[config.mk]
export PLATFORM = sky130hd
export DESIGN_NAME = fir_mac_sched_flat
export DESIGN_NICKNAME = d
export VERILOG_FILES = /design/src/rtl/fir_pkg.sv /design/src/rtl/fir_mac_sched_if.sv /design/src/rtl/fir_mac_dp.sv /design/src/rtl/fir_mac_sched.sv /design/src/flat_wrapper.sv
export SDC_FILE = /design/constraint.sdc
export NUM_CORES = 1
export LEC_CHECK = 0
export CORE_MARGIN = 10
export CORE_UTILIZATION = 45
export CTS_BUF_LIST = sky130_fd_sc_hd__clkbuf_16
export DETAILED_ROUTE_END_ITERATION = 8
export RECOVER_POWER = 100
export SETUP_SLACK_MARGIN = 0.1
export SLEW_MARGIN = 5
export SYNTH_ARGS = -nofsm -noshare
export SYNTH_HDL_FRONTEND = slang
export SYNTH_HIERARCHICAL = 1
export SYNTH_SLANG_ARGS = --single-unit
[constraint.sdc]
create_clock -name clk -period 5.35 [get_ports clk]
set_input_delay 1.605 -clock clk [delete_from_list [all_inputs] [get_ports clk]]
set_output_delay 1.605 -clock clk [all_outputs]
set_load 0.1 [all_outputs]
[src/rtl/fir_pkg.sv]
// fir_pkg: FIR shared state enum, default tap count/width, tap-index width helper
package fir_pkg;
  typedef enum logic [1:0] {IDLE, MAC, OUT} state_t;
  localparam int DEF_NTAPS = 3;
  localparam int DEF_W = 8;
  function automatic int tap_w(input int n);
    return n > 1 ? $clog2(n) : 1;
  endfunction
  localparam int DEF_KW = tap_w(DEF_NTAPS);
endpackage

[src/rtl/fir_mac_sched_if.sv]
// fir_mac_sched_if: coeff write port (we/addr/data/err), sample in (valid/ready/x), result out (valid/ready/y), busy; master = source/sink, slave = filter
interface fir_mac_sched_if
  import fir_pkg::*;
#(
  parameter int NTAPS = DEF_NTAPS,
  parameter int W = DEF_W
);
  logic coeff_we;
  logic [tap_w(NTAPS)-1:0] coeff_addr;
  logic [W-1:0] coeff_data;
  logic coeff_err;
  logic x_valid;
  logic x_ready;
  logic [W-1:0] x;
  logic y_valid;
  logic y_ready;
  logic [W-1:0] y;
  logic busy;
  modport master (
    output coeff_we, coeff_addr, coeff_data, x_valid, x, y_ready,
    input coeff_err, x_ready, y_valid, y, busy
  );
  modport slave (
    input coeff_we, coeff_addr, coeff_data, x_valid, x, y_ready,
    output coeff_err, x_ready, y_valid, y, busy
  );
endinterface

[src/rtl/fir_mac_dp.sv]
// fir_mac_dp: delay line, coefficient bank and W-bit wrapping MAC; in: clk/rst, shift/x, we/waddr/wdata, clr/mac/k; out: sum (acc + coeff[k]*tap[k])
module fir_mac_dp
  import fir_pkg::*;
#(
  parameter int NTAPS = DEF_NTAPS,
  parameter int W = DEF_W,
  parameter int KW = tap_w(NTAPS)
) (
  input  logic clk,
  input  logic rst,
  input  logic shift,
  input  logic we,
  input  logic clr,
  input  logic mac,
  input  logic [W-1:0] x,
  input  logic [W-1:0] wdata,
  input  logic [KW-1:0] waddr,
  input  logic [KW-1:0] k,
  output logic [W-1:0] sum
);
  logic [W-1:0] tap [NTAPS];
  logic [W-1:0] coeff [NTAPS];
  logic [W-1:0] acc;
  assign sum = acc + W'(coeff[k] * tap[k]);
  always_ff @(posedge clk)
    if (rst) begin
      tap <= '{default: '0};
      coeff <= '{default: '0};
      acc <= '0;
    end else begin
      if (shift) begin
        tap[0] <= x;
        for (int i = 1; i < NTAPS; i++) tap[i] <= tap[i-1];
      end
      if (we) coeff[waddr] <= wdata;
      acc <= clr ? '0 : mac ? sum : acc;
    end
endmodule

[src/rtl/fir_mac_sched.sv]
// fir_mac_sched: time-multiplexed FIR controller; ports clk, rst and bus (slave: coeff write, sample in, result out, busy)
module fir_mac_sched
  import fir_pkg::*;
#(
  parameter int NTAPS = DEF_NTAPS,
  parameter int W = DEF_W
) (
  input logic clk,
  input logic rst,
  fir_mac_sched_if.slave bus
);
  localparam int KW = tap_w(NTAPS);
  localparam logic [KW-1:0] LAST = KW'(NTAPS - 1);
  state_t state;
  logic [KW-1:0] k;
  logic [W-1:0] sum;
  logic accept;
  logic wr_ok;
  assign accept = state == IDLE && bus.x_valid;
  assign wr_ok = bus.coeff_we && state == IDLE && bus.coeff_addr <= LAST;
  assign bus.x_ready = state == IDLE;
  assign bus.busy = state != IDLE;
  fir_mac_dp #(.NTAPS(NTAPS), .W(W), .KW(KW)) dp (
    .clk(clk),
    .rst(rst),
    .shift(accept),
    .we(wr_ok),
    .clr(accept),
    .mac(state == MAC),
    .x(bus.x),
    .wdata(bus.coeff_data),
    .waddr(bus.coeff_addr),
    .k(k),
    .sum(sum)
  );
  always_ff @(posedge clk)
    if (rst) begin
      state <= IDLE;
      k <= '0;
      bus.y <= '0;
      bus.y_valid <= 1'b0;
      bus.coeff_err <= 1'b0;
    end else begin
      bus.coeff_err <= bus.coeff_we && !wr_ok;
      case (state)
        IDLE: if (bus.x_valid) begin
          state <= MAC;
          k <= '0;
        end
        MAC: begin
          k <= k + 1'b1;
          if (k == LAST) begin
            bus.y <= sum;
            bus.y_valid <= 1'b1;
            state <= OUT;
          end
        end
        OUT: if (bus.y_ready) begin
          bus.y_valid <= 1'b0;
          state <= IDLE;
        end
        default: state <= IDLE;
      endcase
    end
endmodule

[src/flat_wrapper.sv]
// flat-port wrapper written by rule: the top's interface ports become plain ports
module fir_mac_sched_flat import fir_pkg::*;
#(
  parameter int NTAPS = DEF_NTAPS,
  parameter int W = DEF_W
)
  (clk, rst, bus_coeff_we, bus_coeff_addr, bus_coeff_data, bus_x_valid, bus_x, bus_y_ready, bus_coeff_err, bus_x_ready, bus_y_valid, bus_y, bus_busy);
  fir_mac_sched_if #(.NTAPS(NTAPS), .W(W)) bus_i ();
  input logic clk;
  input logic rst;
  input wire logic [$bits(bus_i.coeff_we)-1:0] bus_coeff_we;
  input wire logic [$bits(bus_i.coeff_addr)-1:0] bus_coeff_addr;
  input wire logic [$bits(bus_i.coeff_data)-1:0] bus_coeff_data;
  input wire logic [$bits(bus_i.x_valid)-1:0] bus_x_valid;
  input wire logic [$bits(bus_i.x)-1:0] bus_x;
  input wire logic [$bits(bus_i.y_ready)-1:0] bus_y_ready;
  output wire logic [$bits(bus_i.coeff_err)-1:0] bus_coeff_err;
  output wire logic [$bits(bus_i.x_ready)-1:0] bus_x_ready;
  output wire logic [$bits(bus_i.y_valid)-1:0] bus_y_valid;
  output wire logic [$bits(bus_i.y)-1:0] bus_y;
  output wire logic [$bits(bus_i.busy)-1:0] bus_busy;
  assign bus_i.coeff_we = bus_coeff_we;
  assign bus_i.coeff_addr = bus_coeff_addr;
  assign bus_i.coeff_data = bus_coeff_data;
  assign bus_i.x_valid = bus_x_valid;
  assign bus_i.x = bus_x;
  assign bus_i.y_ready = bus_y_ready;
  assign bus_coeff_err = bus_i.coeff_err;
  assign bus_x_ready = bus_i.x_ready;
  assign bus_y_valid = bus_i.y_valid;
  assign bus_y = bus_i.y;
  assign bus_busy = bus_i.busy;
  fir_mac_sched #(.NTAPS(NTAPS), .W(W)) u_core (.clk(clk), .rst(rst), .bus(bus_i));
endmodule
=== Word-level counts from Yosys, hierarchy flattened ===
Index checks and enable logic that the tools add are counted.

* Register bits: 70
* Latch bits: 0
* Memory bits (writable): 0
* Bits in read-only memories: 0
* Input bits: 23
* Output and inout port bits: 12
* Memories: 0

* Add/sub/neg operators: 2
* Multipliers: 1
* Div/mod/pow operators: 0
* Order comparisons: 4
* Eq/ne operators: 6
* Shifts and indexed selects: 0
* Muxes and demuxes: 18
* Bitwise gates (word level): 2
* Reduce and logical (&&, ||, !) cells: 15

{| class="wikitable"
|+ Operators by type and width
! operator !! number
|-
| $mux 8 || 5
|-
| $bmux 8 s2 || 2
|-
| $bwmux 24 || 1
|-
| $demux 8 s2 || 1
|-
| $add 8x8->8 || 1
|-
| $mul 8x8->8 || 1
|-
| $mux 2 || 4
|-
| $ge 3x3->1 const B || 2
|-
| $not 2->3 || 2
|-
| $pmux 2 s3 || 1
|-
| $reduce_and 3->1 || 2
|-
| $reduce_bool 2->1 || 3
|-
| $logic_and 1x1->1 || 5
|-
| $eq 2x2->1 const B || 2
|-
| $ne 2x2->1 const B || 2
|-
| $pmux 2 s2 || 1
|-
| $reduce_and 2->1 || 2
|-
| $lt 3x1->1 const B || 1
|-
| $add 2x1->2 const B || 1
|-
| $eq 2x1->1 const B || 1
|-
| $le 2x2->1 const B || 1
|-
| $logic_not 2->1 || 1
|-
| $mux 1 || 2
|-
| $ne 2x1->1 const B || 1
|-
| 3 further kinds || 3
|}

=== Logic depth before layout (Yosys ltp) ===
* Depth after elaboration: 6
* Gate-level depth with buffers: 24

=== Hierarchy ===
Netlist, hierarchy kept.

{| class="wikitable"
|+ Modules (own cells, without submodules)
! module !! instances !! cells each !! area an instance (um^2) !! sequential area each (um^2)
|-
| fir_mac_dp || 1 || 356 || 3470.8 || 1121.1
|-
| fir_mac_sched || 1 || 67 || 674.4 || 280.3
|}

=== Least setup slack after synthesis ===
Ideal clock, no wire load.

* Path type: reg2reg
* Start: register u_core.k[1]
* End: register u_core.bus.y[7]
* Setup time: 0.072 ns
* Data arrival time: 4.507 ns
* Path slack: 0.771 ns
* Stages on the path, launching flop included: 23
* Buffers on the path: 2
* Period minus slack after synthesis: 4.579 ns
* Cells stage by stage: dfxtp_1 > buf_6 > buf_6 > mux2i_1 > o2bb2ai_1 > and2_1 > fa_1 > inv_1 > fa_1 > inv_1 > ha_1 > inv_1 > fa_1 > fa_1 > inv_1 > a21o_1 > a21oi_1 > xnor2_1 > xnor2_1 > xnor3_1 > inv_1 > nand2b_1 > mux2i_1

* Cells in the longest elaborated chain, start to end: 6

{| class="wikitable"
|+ Ends and longest elaborated chain
! what !! line !! source
|-
| start: declaration || fir_mac_sched.sv:15 || <nowiki>logic [KW-1:0] k;</nowiki>
|-
| start signal: assignment || fir_mac_sched.sv:51 || <nowiki>k <= k + 1'b1;</nowiki>
|-
| $not 2->3 (implied by the code) (*) || fir_mac_dp.sv:24 || <nowiki>assign sum = acc + W'(coeff[k] * tap[k]);</nowiki>
|-
| $bmux 8 s2 || fir_mac_dp.sv:24 ||
|-
| $mux 8 (implied by the code) (2 in a row) || fir_mac_dp.sv:24 ||
|-
| $mul 8x8->8 (*) || fir_mac_dp.sv:24 ||
|-
| $add 8x8->8 (*) || fir_mac_dp.sv:24 ||
|-
| net u_core.sum[7] || fir_mac_sched.sv:16 || <nowiki>logic [W-1:0] sum;</nowiki>
|-
| end signal: assignment || fir_mac_sched.sv:53 || <nowiki>bus.y <= sum;</nowiki>
|-
| end: declaration || fir_mac_sched_if.sv:25 || <nowiki>output coeff_err, x_ready, y_valid, y, busy</nowiki>
|}

The timed path passes the listed nets; every way through them passes the cells marked *. The select of a mux whose other input is x is not followed.
A chain may end at the register's enable or synchronous reset.

=== Worst setup path after layout ===
* Start: register u_core.k[0]
* End: register u_core.dp.acc[7]

* Cells in the longest elaborated chain, start to end: 6

{| class="wikitable"
|+ Ends and longest elaborated chain
! what !! line !! source
|-
| $not 2->3 (implied by the code) (*) || fir_mac_dp.sv:24 ||
|-
| $bmux 8 s2 || fir_mac_dp.sv:24 ||
|-
| $mux 8 (implied by the code) (2 in a row) || fir_mac_dp.sv:24 ||
|-
| $mul 8x8->8 (*) || fir_mac_dp.sv:24 ||
|-
| $add 8x8->8 (*) || fir_mac_dp.sv:24 ||
|-
| end signal: assignment || fir_mac_dp.sv:36 || <nowiki>acc <= clr ? '0 : mac ? sum : acc;</nowiki>
|-
| end: declaration || fir_mac_dp.sv:23 || <nowiki>logic [W-1:0] acc;</nowiki>
|}

Mark *: on every way between the ends. The rest lies on a longest branch, timed or not. The select of a mux whose other input is x is not followed.

==> summary.txt <==
GRT
  • Wire length of the first global-routing pass: 14580 um
  • Via count of the first global-routing pass: 2990
  • Remaining Overflow, GRT: 0
  • Initial antenna violation count: 0
  • Global-route usage over all layers: 0.1371
  • Largest net degree at the start of global routing: 74

Setup path
  • Data required, critical path: around 5600 ps
  • Worst setup path class: flip-flop to flip-flop
  • Largest driver fanout on the critical path: 16
  • Reg2Reg Depth: 16
  • End of the critical path: u_core/dp/acc[7]
  • Worst reg2reg path startpoint: u_core/k[0]
  • Kind of end point of the critical path: flip-flop
  • Capture instance of the worst register-to-register path: u_core/dp/acc[7]
  • Worst path arrival time: roughly 5200 ps
  • Launching element of the worst setup path: u_core/k[0]
  • Minimum setup slack among reg-to-reg paths: ~410 ps
  • Category of the worst setup path launch point: flip-flop

Detailed routing
  • Number of iterations in the first detailed-routing pass: 4
  • Vias: 2848
  • Total Routed Length: ~8500 um
  • First DRT Iteration DRCs: between 90 and 100
  • Number of nets still failing antenna checks after routing: 0
  • Number of vias per cell: 5.041
  • Post-DR wirelength/cell: 15.05 um
  • Number of design rule violations left after detail routing: 0

Yosys
  • Post-Syn Area: 4145 um^2
  • Most repeated cell in the gate-level netlist after synthesis: sky130_fd_sc_hd__mux2i_1
  • Complex-gate fraction of the synthesized area: 0.06520
  • Mean Syn Cell Area: 9.800 um^2
  • Adder-cell area share of the yosys netlist: 0.1413
  • Top cell type by total area after synthesis: sky130_fd_sc_hd__dfxtp_1
  • Part of the Yosys area used for sequential elements: 0.3381
  • Top cell types by occurrence after synthesis: 78 x sky130_fd_sc_hd__mux2i_1, 70 x sky130_fd_sc_hd__dfxtp_1, 58 x sky130_fd_sc_hd__nor2_1, 41 x sky130_fd_sc_hd__inv_1, 27 x sky130_fd_sc_hd__nand2_1
  • Distinct cells, synth: 38
  • Synthesis warning total: 6
  • Area share of and/or/nand/nor cells after synthesis: 0.1494
  • Post-Synth XOR/XNOR Area: 0.04105
  • Share of cell area taken by muxes after synthesis: 0.1883
  • Combinational family with the most area after synthesis: multiplexers
  • Number of synthesized flops with an enable pin: 0
  • Synth Net Count: 482
  • Flops & latches, synth: 70
  • Most common flop cell mapped by yosys: sky130_fd_sc_hd__dfxtp_1
  • Post-synth top area share: 0.3381
  • Top cells by area in the synthesized netlist: sky130_fd_sc_hd__dfxtp_1 34%, sky130_fd_sc_hd__mux2i_1 19%, sky130_fd_sc_hd__fa_1 8.7%
  • Cells after Synth: about 420
  • FFs w/ async S/R, synth: 0

Status
  • Failing checks: capacitance limit, slew limit
  • Run status: finished, violations left

Clock network
  • Clock transition at the register clock pins on the worst setup and hold paths after CTS: ~60 ps
  • Buffer depth of the longest clock path: 2
  • TritonCTS buffer count: 9
  • Clock root buffer: sky130_fd_sc_hd__clkbuf_16
  • Clock insertion delay at the later pin of the skew report: around 330 ps
  • TritonCTS Sinks: 70
  • H-Tree Level Count: 3
  • CTS tree: yes

Pwr
  • Power per Cell Area: 261.7 nW/um^2
  • Total Power Consumption: 0.001252 W
  • Highest ir drop seen on vdd: about 0.00016 V
  • Leakage power total: ~2.1 nW

Final layout
  • Final Core Density: 0.5407
  • Signed area change from the synthesized netlist to the final layout: 15.42%
  • Total inserted antenna cells: 0
  • Proportion of layout cells with a drive suffix above 1: 0.07002
  • Net count, final: between 500 and 600

Timing
  • Worst Tran Pin Value: approximately 2800 ps
  • Setup TNS: 0 ps
  • Hold slack: 469.4 ps
  • RSZ-0062 raised after global routing: no
  • Period utilisation layout: 0.9234
  • Slew Limit Headroom: -0.8838
  • Max Freq: 202.4 MHz
  • Fin. max-slew vios: 74
  • Final min period: 4940 ps
  • Total count of hold-check failures in the final report: 0
  • Final worst clock skew: 7.390 ps
  • Final count of negative-setup-slack endpoints: 0

Die
  • I/O Pins: 35
  • # rows: 34
  • Overall die width: 116.0 um
  • Die footprint: ~13000 um^2
  • Core Box Area: approximately 8800 um^2
  • Initial standard-cell utilization of the core: 0.4685
  • Die Y: 116.0 um

Worst hold path
  • Worst min path class: flip-flop to flip-flop

Flow run
  • Count of maximum capacitance violations: 1

Place
  • Final weighted congestion in routability-driven placement: 0.8572
  • Number of input and output port buffers inserted: 34
  • DP HPWL: 6268 um
==> placed cells by master (no fill, tap or decap), drive strengths merged, types with 2 or more instances in the layout <==
cell,count
nand2b,18
and3b,2
ha,18
nor2,58
o2bb2ai,15
a211oi,3
dlygate4sd3,12
o21ba,2
clkbuf,10
a21oi,3
o21ai,2
dfxtp,70
or2,2
mux2i,78
clkdlybuf4s50,21
nand3b,2
nor3b,3
and2,14
xnor2,15
fa,18
inv,44
clkinvlp,2
nand2,27
buf,7
clkinv,2
a21o,2
==> power by group <==
part,switching (W),total (W),internal (W)
clock network,0.000247,0.000567,0.000320
registers,0.0000108,0.000546,0.000535
logic,0.0000803,0.000140,0.0000595
==> final cells by class <==
| type | count | area (um^2) |
|---|---|---|
| timing repair buffer | 41 | 384.1 |
| fill | 828 | 4064 |
| clock buffer | 9 | 225.2 |
| sequential | 70 | 1401 |
| tap | 108 | 135.1 |
| inverter | 41 | 153.9 |
| clock inverter | 7 | 57.56 |
| multi-input combinational | 289 | 2427 |
==> timing repair <==
item | CTS | global route
setup buffers | 0 | 0
hold buffers | 0 | 0
endpoints found under the setup margin | 0 | 1
gates resized for setup | 0 | 2
==> state kept, by name, summed over array words and instances (netlist names) <==
signal	flops
u_core/bus.coeff_err	1
u_core/dp/acc	8
u_core/bus.y_valid	1
u_core/dp/coeff	24
u_core/bus.y	8
u_core/state	2
u_core/dp/tap	24
u_core/k	2
==> how the worst min path moves through the flow <==
stage / from / endpoint / slack (ps) / depth (start not counted)
after CTS: u_core/bus.y[2] / u_core/bus.y[2] / 480 / 2
after global placement: u_core/bus.y[0] / u_core/bus.y[0] / 460 / 2
after floorplan: u_core/dp/coeff[16] / u_core/dp/coeff[16] / 460 / 2
final: u_core/bus.y[2] / u_core/bus.y[2] / 470 / 2
after detailed placement: u_core/bus.y[6] / u_core/bus.y[6] / 460 / 2
after global routing: u_core/bus.y[6] / u_core/bus.y[6] / 500 / 2
==> through the flow <==
step | area, um^2 | worst slack, ps | cells
after detailed placement | 4504 | 378.4 | 549
after CTS | 4787 | 340.5 | 565
after global routing | 4785 | 118.7 | 565
final | 4785 | 410.0 | 565
after global placement | 4504 | 425.2 | 549
after floorplan | 4145 | 771.4 | 423
==> layer usage <==
metal	wire, um	vias up	GRT usage
met1	4019	1366	0.1692
met2	4134	29	0.2283
li1	-	1441	-
met3	186	12	0.02584
met5	0	-	0
met4	163	0	0.06005
==> kinds of logic (layout without fill, tap and decap cells) <==
family                   count (synthesis)  count (layout)
multiplexers                            78              78
XOR/XNOR                                17              17
AO/OA/AOI/OAI                           29              29
flip-flops                              70              70
buffers and inverters                   64              98
AND/OR/NAND/NOR                        129             129
adder cells (fa/ha/maj)                 36              36
==> worst max-delay path, stage by stage, from the launching register on <==
cell and delay (ps):
sky130_fd_sc_hd__dfxtp_1 330, sky130_fd_sc_hd__nor2b_4 480, sky130_fd_sc_hd__o2bb2ai_1 360, sky130_fd_sc_hd__nand2_1 150, sky130_fd_sc_hd__fa_1 530, sky130_fd_sc_hd__inv_1 60, sky130_fd_sc_hd__fa_1 500, sky130_fd_sc_hd__inv_1 50
sky130_fd_sc_hd__fa_1 460, sky130_fd_sc_hd__fa_1 550, sky130_fd_sc_hd__inv_1 50, sky130_fd_sc_hd__ha_1 320, sky130_fd_sc_hd__a21oi_1 190, sky130_fd_sc_hd__xnor2_1 160, sky130_fd_sc_hd__xnor2_1 150, sky130_fd_sc_hd__xnor3_1 260
sky130_fd_sc_hd__a211oi_1 240
(Power assumes the default switching activity.)
